`src/rtl/sobel_grad_sq_if.sv`:
```
// Pixel-in / radicand-out stream bundle for the Sobel gradient stage.
// master drives pixels and observes results; slave is the gradient stage.
interface sobel_grad_sq_if;
    logic        pix_valid;
    logic [7:0]  pix_in;
    logic        sof;
    logic        r_valid;
    logic [15:0] r_out;
    logic        r_eol;
    logic        r_eof;

    modport master (
        output pix_valid, pix_in, sof,
        input  r_valid, r_out, r_eol, r_eof
    );

    modport slave (
        input  pix_valid, pix_in, sof,
        output r_valid, r_out, r_eol, r_eof
    );
endinterface

```
`src/rtl/sobel_grad_sq.sv`:
```
// Streaming 3x3 Sobel gradient stage. Takes one raster-order pixel per
// cycle, keeps two line buffers plus a 3x3 window, and emits the saturated
// sum of squares of the 8-bit scaled |Gx| and |Gy| as the radicand for the
// downstream square-root unit. Result lags its source pixel by 3 cycles.
module sobel_grad_sq #(
    parameter int IMG_W = 64,
    parameter int IMG_H = 64
) (
    input  logic           clk,
    input  logic           rst_n,
    sobel_grad_sq_if.slave bus
);

    localparam int CW = $clog2(IMG_W);
    localparam int RW = $clog2(IMG_H);
    localparam logic [CW-1:0] COL_LAST = CW'(IMG_W - 1);
    localparam logic [RW-1:0] ROW_LAST = RW'(IMG_H - 1);

    logic          accept;
    logic [CW-1:0] col_q;
    logic [CW-1:0] cur_col;
    logic [RW-1:0] row_q;
    logic [RW-1:0] cur_row;
    logic          emit;

    logic [7:0] lb1 [IMG_W];
    logic [7:0] lb2 [IMG_W];
    logic [7:0] lb1_rd;
    logic [7:0] lb2_rd;

    logic [7:0] win [3][3];

    logic v0, eol0, eof0;
    logic v1, eol1, eof1;
    logic v2, eol2, eof2;

    logic [10:0]        gx_pos, gx_neg, gy_pos, gy_neg;
    logic signed [10:0] gx_q, gy_q;
    logic [10:0]        gx_abs, gy_abs;
    logic [7:0]         ax, ay;
    logic [15:0]        sq_x_q, sq_y_q;
    logic [16:0]        sum;

    assign accept = bus.pix_valid;

    // Position of the pixel on the bus; sof overrides the running counters.
    always_comb begin
        cur_col = col_q;
        cur_row = row_q;
        if (bus.sof) begin
            cur_col = '0;
            cur_row = '0;
        end
    end

    assign emit   = accept && (cur_row >= RW'(2)) && (cur_col >= CW'(2));
    assign lb1_rd = lb1[cur_col];
    assign lb2_rd = lb2[cur_col];

    // Raster position of the next pixel; wraps at end of frame without sof.
    always_ff @(posedge clk or negedge rst_n) begin
        if (!rst_n) begin
            col_q <= '0;
            row_q <= '0;
        end else if (accept) begin
            if (cur_col == COL_LAST) begin
                col_q <= '0;
                row_q <= (cur_row == ROW_LAST) ? '0 : cur_row + RW'(1);
            end else begin
                col_q <= cur_col + CW'(1);
                row_q <= cur_row;
            end
        end
    end

    // Line buffers: lb1 holds the previous row, lb2 the one before; not reset.
    always_ff @(posedge clk) begin
        if (accept) begin
            lb1[cur_col] <= bus.pix_in;
            lb2[cur_col] <= lb1_rd;
        end
    end

    // 3x3 window shifts left; new column enters at c=2, oldest row at r=0.
    always_ff @(posedge clk or negedge rst_n) begin
        if (!rst_n) begin
            for (int r = 0; r < 3; r++) begin
                for (int c = 0; c < 3; c++) begin
                    win[r][c] <= '0;
                end
            end
        end else if (accept) begin
            for (int r = 0; r < 3; r++) begin
                win[r][0] <= win[r][1];
                win[r][1] <= win[r][2];
            end
            win[0][2] <= lb2_rd;
            win[1][2] <= lb1_rd;
            win[2][2] <= bus.pix_in;
        end
    end

    // Stage-0 tags travel alongside the data through the pipeline.
    always_ff @(posedge clk or negedge rst_n) begin
        if (!rst_n) begin
            v0   <= 1'b0;
            eol0 <= 1'b0;
            eof0 <= 1'b0;
        end else begin
            v0   <= emit;
            eol0 <= cur_col == COL_LAST;
            eof0 <= (cur_col == COL_LAST) && (cur_row == ROW_LAST);
        end
    end

    // Weighted column/row sums of the window; each fits in 10 bits unsigned.
    always_comb begin
        gx_pos = {3'b0, win[0][2]} + {2'b0, win[1][2], 1'b0} + {3'b0, win[2][2]};
        gx_neg = {3'b0, win[0][0]} + {2'b0, win[1][0], 1'b0} + {3'b0, win[2][0]};
        gy_pos = {3'b0, win[2][0]} + {2'b0, win[2][1], 1'b0} + {3'b0, win[2][2]};
        gy_neg = {3'b0, win[0][0]} + {2'b0, win[0][1], 1'b0} + {3'b0, win[0][2]};
    end

    // Stage 1: register signed Gx/Gy.
    always_ff @(posedge clk or negedge rst_n) begin
        if (!rst_n) begin
            gx_q <= '0;
            gy_q <= '0;
            v1   <= 1'b0;
            eol1 <= 1'b0;
            eof1 <= 1'b0;
        end else begin
            v1   <= v0;
            eol1 <= eol0;
            eof1 <= eof0;
            if (v0) begin
                gx_q <= signed'(gx_pos - gx_neg);
                gy_q <= signed'(gy_pos - gy_neg);
            end
        end
    end

    // Magnitude scaled to 8 bits by truncation; |G| <= 1020 so bit 10 is clear.
    always_comb begin
        gx_abs = gx_q[10] ? 11'(-gx_q) : 11'(gx_q);
        gy_abs = gy_q[10] ? 11'(-gy_q) : 11'(gy_q);
        ax     = 8'(gx_abs >> 2);
        ay     = 8'(gy_abs >> 2);
    end

    // Stage 2: register the two squares.
    always_ff @(posedge clk or negedge rst_n) begin
        if (!rst_n) begin
            sq_x_q <= '0;
            sq_y_q <= '0;
            v2     <= 1'b0;
            eol2   <= 1'b0;
            eof2   <= 1'b0;
        end else begin
            v2   <= v1;
            eol2 <= eol1;
            eof2 <= eof1;
            if (v1) begin
                sq_x_q <= {8'd0, ax} * {8'd0, ax};
                sq_y_q <= {8'd0, ay} * {8'd0, ay};
            end
        end
    end

    assign sum = {1'b0, sq_x_q} + {1'b0, sq_y_q};

    // Stage 3: saturated radicand and flags; data holds while r_valid is low.
    always_ff @(posedge clk or negedge rst_n) begin
        if (!rst_n) begin
            bus.r_valid <= 1'b0;
            bus.r_out   <= '0;
            bus.r_eol   <= 1'b0;
            bus.r_eof   <= 1'b0;
        end else begin
            bus.r_valid <= v2;
            if (v2) begin
                bus.r_out <= sum[16] ? 16'hFFFF : sum[15:0];
                bus.r_eol <= eol2;
                bus.r_eof <= eof2;
            end
        end
    end

endmodule

```
`src/flat_wrapper.sv`:
```
// flat-port wrapper written by rule: the top's interface ports become plain ports
module sobel_grad_sq_flat 
#(
    parameter int IMG_W = 64,
    parameter int IMG_H = 64
)
  (clk, rst_n, bus_pix_valid, bus_pix_in, bus_sof, bus_r_valid, bus_r_out, bus_r_eol, bus_r_eof);
  sobel_grad_sq_if bus_i ();
  input  logic clk;
  input  logic rst_n;
  input wire logic [$bits(bus_i.pix_valid)-1:0] bus_pix_valid;
  input wire logic [$bits(bus_i.pix_in)-1:0] bus_pix_in;
  input wire logic [$bits(bus_i.sof)-1:0] bus_sof;
  output wire logic [$bits(bus_i.r_valid)-1:0] bus_r_valid;
  output wire logic [$bits(bus_i.r_out)-1:0] bus_r_out;
  output wire logic [$bits(bus_i.r_eol)-1:0] bus_r_eol;
  output wire logic [$bits(bus_i.r_eof)-1:0] bus_r_eof;
  assign bus_i.pix_valid = bus_pix_valid;
  assign bus_i.pix_in = bus_pix_in;
  assign bus_i.sof = bus_sof;
  assign bus_r_valid = bus_i.r_valid;
  assign bus_r_out = bus_i.r_out;
  assign bus_r_eol = bus_i.r_eol;
  assign bus_r_eof = bus_i.r_eof;
  sobel_grad_sq #(.IMG_W(IMG_W), .IMG_H(IMG_H)) u_core (.clk(clk), .rst_n(rst_n), .bus(bus_i));
endmodule
```
`config.mk`:
```
export PLATFORM = sky130hd
export DESIGN_NAME = sobel_grad_sq_flat
export DESIGN_NICKNAME = d
export VERILOG_FILES = /design/src/rtl/sobel_grad_sq_if.sv /design/src/rtl/sobel_grad_sq.sv /design/src/flat_wrapper.sv
export SDC_FILE = /design/constraint.sdc
export NUM_CORES = 2
export LEC_CHECK = 0
export ABC_AREA = 0
export ABC_CLOCK_PERIOD_IN_PS = 10500
export CAP_MARGIN = 20
export CORE_MARGIN = 5
export CORE_UTILIZATION = 40
export CTS_CLUSTER_DIAMETER = 50
export DETAILED_ROUTE_END_ITERATION = 8
export DONT_BUFFER_PORTS = 1
export PLACE_DENSITY_LB_ADDON = 0.1
export SLEW_MARGIN = 5
export SYNTH_ARGS = -nofsm -noshare
export SYNTH_HDL_FRONTEND = slang
export SYNTH_SLANG_ARGS = --single-unit
export TNS_END_PERCENT = 100
```
`constraint.sdc`:
```
create_clock -name clk -period 10.5 [get_ports clk]
set_input_delay 3.15 -clock clk [delete_from_list [all_inputs] [get_ports clk]]
set_output_delay 3.15 -clock clk [all_outputs]
set_load 0.05 [all_outputs]
```
==> results.md <==
- Outcome: completed
- CP delay by family, top: adder cells
- Drt wl/cell: around 32 um
- Cell Chain, Critical Path: or4_1 -> o41ai_1 -> xor2_1 -> inv_1 -> nand2_1 -> inv_1 -> fa_1 -> fa_1 -> inv_1 -> fa_1 -> fa_1 -> inv_1 -> ha_1 -> o21a_1 -> o21a_1 -> a2111oi_0 -> or3_1 -> xnor2_1 -> mux2_2
- Max Freq: 158 MHz
- Post-CTS Resized: 0
- Placeable Area: 133000 um^2
- Die area: ~140000 um^2
- Reg2Reg Launch Point: u_core.gx_q[2]$_DFFE_PN0P_
- Via count: around 34000
- CTS hold repair buffers: 0
- Buffers on Ports: 0
- Initial drt markers: 4044
- Number of flops mapped to enable cells by yosys: approximately 1000
- Die width: about 380 um
- Unrepaired setup endpoints after global routing: no
- Hold slack: around 350 ps
- Reg2reg path depth: 19
- Crit path buf inv count: 4
- First-pass GRT wire length: 250 mm
- Critical path depth in cells: 19
- Clock sink count: 1188
- Final Max Tran Viols: 0
- Total detailed-routing wirelength: ~180 mm
- Arr. time, crit path: 6990 ps
- Placement Rows: 134
- Crit Path Class: register to register
- Leakage: 21.7 nW
- Final Hold Vio Count: 0
- Clock group share of total power: between 30 and 40%
- Max_slew headroom: between 20% and 30%
- CP max-delay cell: or4_1
- Residual DRC: 0
- Syn Nets: slightly below 4000
- Post-DP HPWL: 112 mm
- Hold WC Path Type: register to register
- Seq/Total Area, Yosys: roughly two thirds
- Clock skew: 38.6 ps
- Final global-route overflow total: 0
- GRT Total Usage: 24.7%
- Clock transition at path regs: 60 ps
- Total setup buffers inserted after CTS: 0
- NetSw: about 0.0049 W
- Vias in the first global route: 32472
- I/O pin total: 31
- Asr flop ratio synth: 13.8%
- Min Tclk post-route: roughly 6300 ps
- Num CTS Buffers: 146
- FF-to-FF setup slack: 4160 ps
- Tcrit/Tclk final: about three fifths
- Cells after Synth: 3612
- H-tree depth: 4
- Final Net Count: 3944
- VDD IR max: 202 uV
- Routability cong.: 0.972
- DRT Pass-1 Iters: 5
- CP Max Fanout: 7
- Int Pwr: ~0.010 W
- Layout cells sized above 1: 15.9%
- Seq pwr share: a little under two fifths
- Combinational power share: 28.4%
- Max-Cap Viols: 0
- WP data required: 11150 ps
- Worst skew pair latency: 790 ps
- Setup crit end: u_core.sq_x_q[13]$_DFFE_PN0P_
- CP max stage delay: 630 ps
- Post-Route Setup TNS: 0 ps
- Syn_area_per_cell: 14.8 um^2
- PwrDens: around 240 nW/um^2
- Total setup violations reported at the end of the flow: 0
- Crit path capture type: register
- CTS tree: done
- Top FF cell, synth: edfxtp_1
- Count of different cell masters after synthesis: 85
- Crit path from: u_core.gx_q[2]$_DFFE_PN0P_
- ANT nets after route: 0
- Cell area after synthesis: 53400 um^2
- Worst slew pin tran: 1170 ps
- Largest net degree at the start of global routing: 165
- P&R area growth vs syn: 14.0%
- Net Sw Frac: approximately 33%
- #FFs+latches synth: 1188
- Bufs on Longest Clock Path: 3
- Die H: 375 um
- Worst setup SP type: register
- Root Buffer: clkbuf_16
- Routed vias/inst: 6.00
- Initial Utilization: 40.1%
- Initial antenna violation count: 8
- Number of synthesis warnings: 0
- RR Endpoint: u_core.sq_x_q[13]$_DFFE_PN0P_
[registers in the layout (all words and copies together), names as in the netlist, 6 cells and up]
| register | flops |
|---|---|
| u_core.sq_y_q | 15 |
| u_core.lb1 | 512 |
| u_core.gy_q | 11 |
| u_core.bus.r_out | 16 |
| u_core.row_q | 6 |
| u_core.sq_x_q | 15 |
| u_core.col_q | 6 |
| u_core.lb2 | 512 |
| u_core.gx_q | 11 |
| u_core.win | 72 |
[per-stage QoR]
| step | cell area (um^2) | util [%] | cells | power, W | setup WS (ps) |
|---|---|---|---|---|---|
| after floorplan | 53400 | - | 3612 | 0.00850 | 4210 |
| after global placement | 55900 | 42.0 | 5325 | 0.00984 | 3640 |
| after detailed placement | 55900 | 42.1 | 5329 | 0.00987 | 3610 |
| after CTS | 60800 | 45.8 | 5595 | 0.0150 | 4100 |
| after global routing | 60900 | 45.8 | 5596 | 0.0156 | 3750 |
| final | 60900 | 45.8 | 5597 | 0.0149 | 4160 |
[cell families after synthesis]
| group | Yosys count | synth area share (%) |
|---|---|---|
| AND/OR/NAND/NOR | 624 | 5.85 |
| XOR/XNOR | 88 | 1.44 |
| multiplexers | 350 | 7.72 |
| adder cells (fa/ha/maj) | 222 | 6.40 |
| AO/OA/AOI/OAI | 794 | 10.5 |
| buffers and inverters | 346 | 2.78 |
| flip-flops | 1188 | 65.3 |
[routing by layer]
metal,wire length (um),GRT usage (%)
met5,12,0
met4,10200,12.1
met3,14500,5.39
met2,80300,38.1
met1,72600,33.4
[worst min-delay path by stage]
stage / slack (ps) / to / depth (start not counted) / startpoint
finish: 350 / u_core.eof2$_DFF_PN0_ / 0 / u_core.eof1$_DFF_PN0_
global route: 370 / u_core.eof2$_DFF_PN0_ / 0 / u_core.eof1$_DFF_PN0_
CTS: 350 / u_core.eof2$_DFF_PN0_ / 0 / u_core.eof1$_DFF_PN0_
detailed placement: 340 / u_core.eof2$_DFF_PN0_ / 0 / u_core.eof1$_DFF_PN0_
global placement: 330 / u_core.eol1$_DFF_PN0_ / 0 / u_core.eol0$_DFF_PN0_
floorplan: 330 / u_core.eof1$_DFF_PN0_ / 0 / u_core.eof0$_DFF_PN0_
[final cells by class]
| type | count | area (um^2) |
|---|---|---|
| fill | 11641 | 72100 |
| sequential | 1188 | 34900 |
| multi-input combinational | 2078 | 17200 |
| clock buffer | 164 | 3770 |
| tap | 1768 | 2210 |
| timing repair buffer | 143 | 1150 |
| clock inverter | 102 | 1110 |
| inverter | 153 | 574 |
| antenna | 1 | 2.50 |
[cell usage after synthesis, drive strengths merged, types with 15 or more instances]
cell type | n | area, um^2
a21oi | 137 | 686
inv | 152 | 571
edfxtp | 1024 | 30700
nor2b | 25 | 156
o21a | 18 | 135
a21o | 23 | 173
xnor2 | 51 | 447
or2 | 18 | 113
nor4 | 15 | 93.8
fa | 85 | 1700
buf | 103 | 569
a32oi | 16 | 140
o21bai | 16 | 124
o21ai | 123 | 619
mux4 | 37 | 833
a22oi | 59 | 443
dfrtp | 164 | 4100
nand3b | 36 | 270
a22o | 24 | 210
nand3 | 39 | 195
nor2 | 198 | 743
a221oi | 35 | 307
mux2 | 118 | 1340
a211oi | 37 | 278
ha | 137 | 1710
o221ai | 19 | 166
o2bb2ai | 32 | 280
o22a | 20 | 175
nor3 | 33 | 165
nand2 | 145 | 544
xor2 | 37 | 324
o22ai | 78 | 488
a31oi | 25 | 156
mux2i | 195 | 1950
clkbuf | 90 | 338
nand2b | 27 | 169
[placed cells by master (no fill, tap or decap), drive strengths merged, types with 59 or more instances in the layout]
master,instances
a21oi,137
a22oi,59
buf,143
clkbuf,164
clkinv,60
dfrtp,164
edfxtp,1024
fa,85
ha,137
inv,172
mux2,118
mux2i,195
nand2,145
nor2,198
o21ai,123
o22ai,78
[power by group through the flow]
stage | Sequential [W] | Clock, W | Combinational (W)
after global placement | 0.00564 | 0 | 0.00420
after global routing | 0.00556 | 0.00537 | 0.00464
after floorplan | 0.00556 | 0 | 0.00294
after CTS | 0.00555 | 0.00516 | 0.00425
final | 0.00555 | 0.00509 | 0.00422
after detailed placement | 0.00564 | 0 | 0.00423
(Power assumes the default switching activity.)
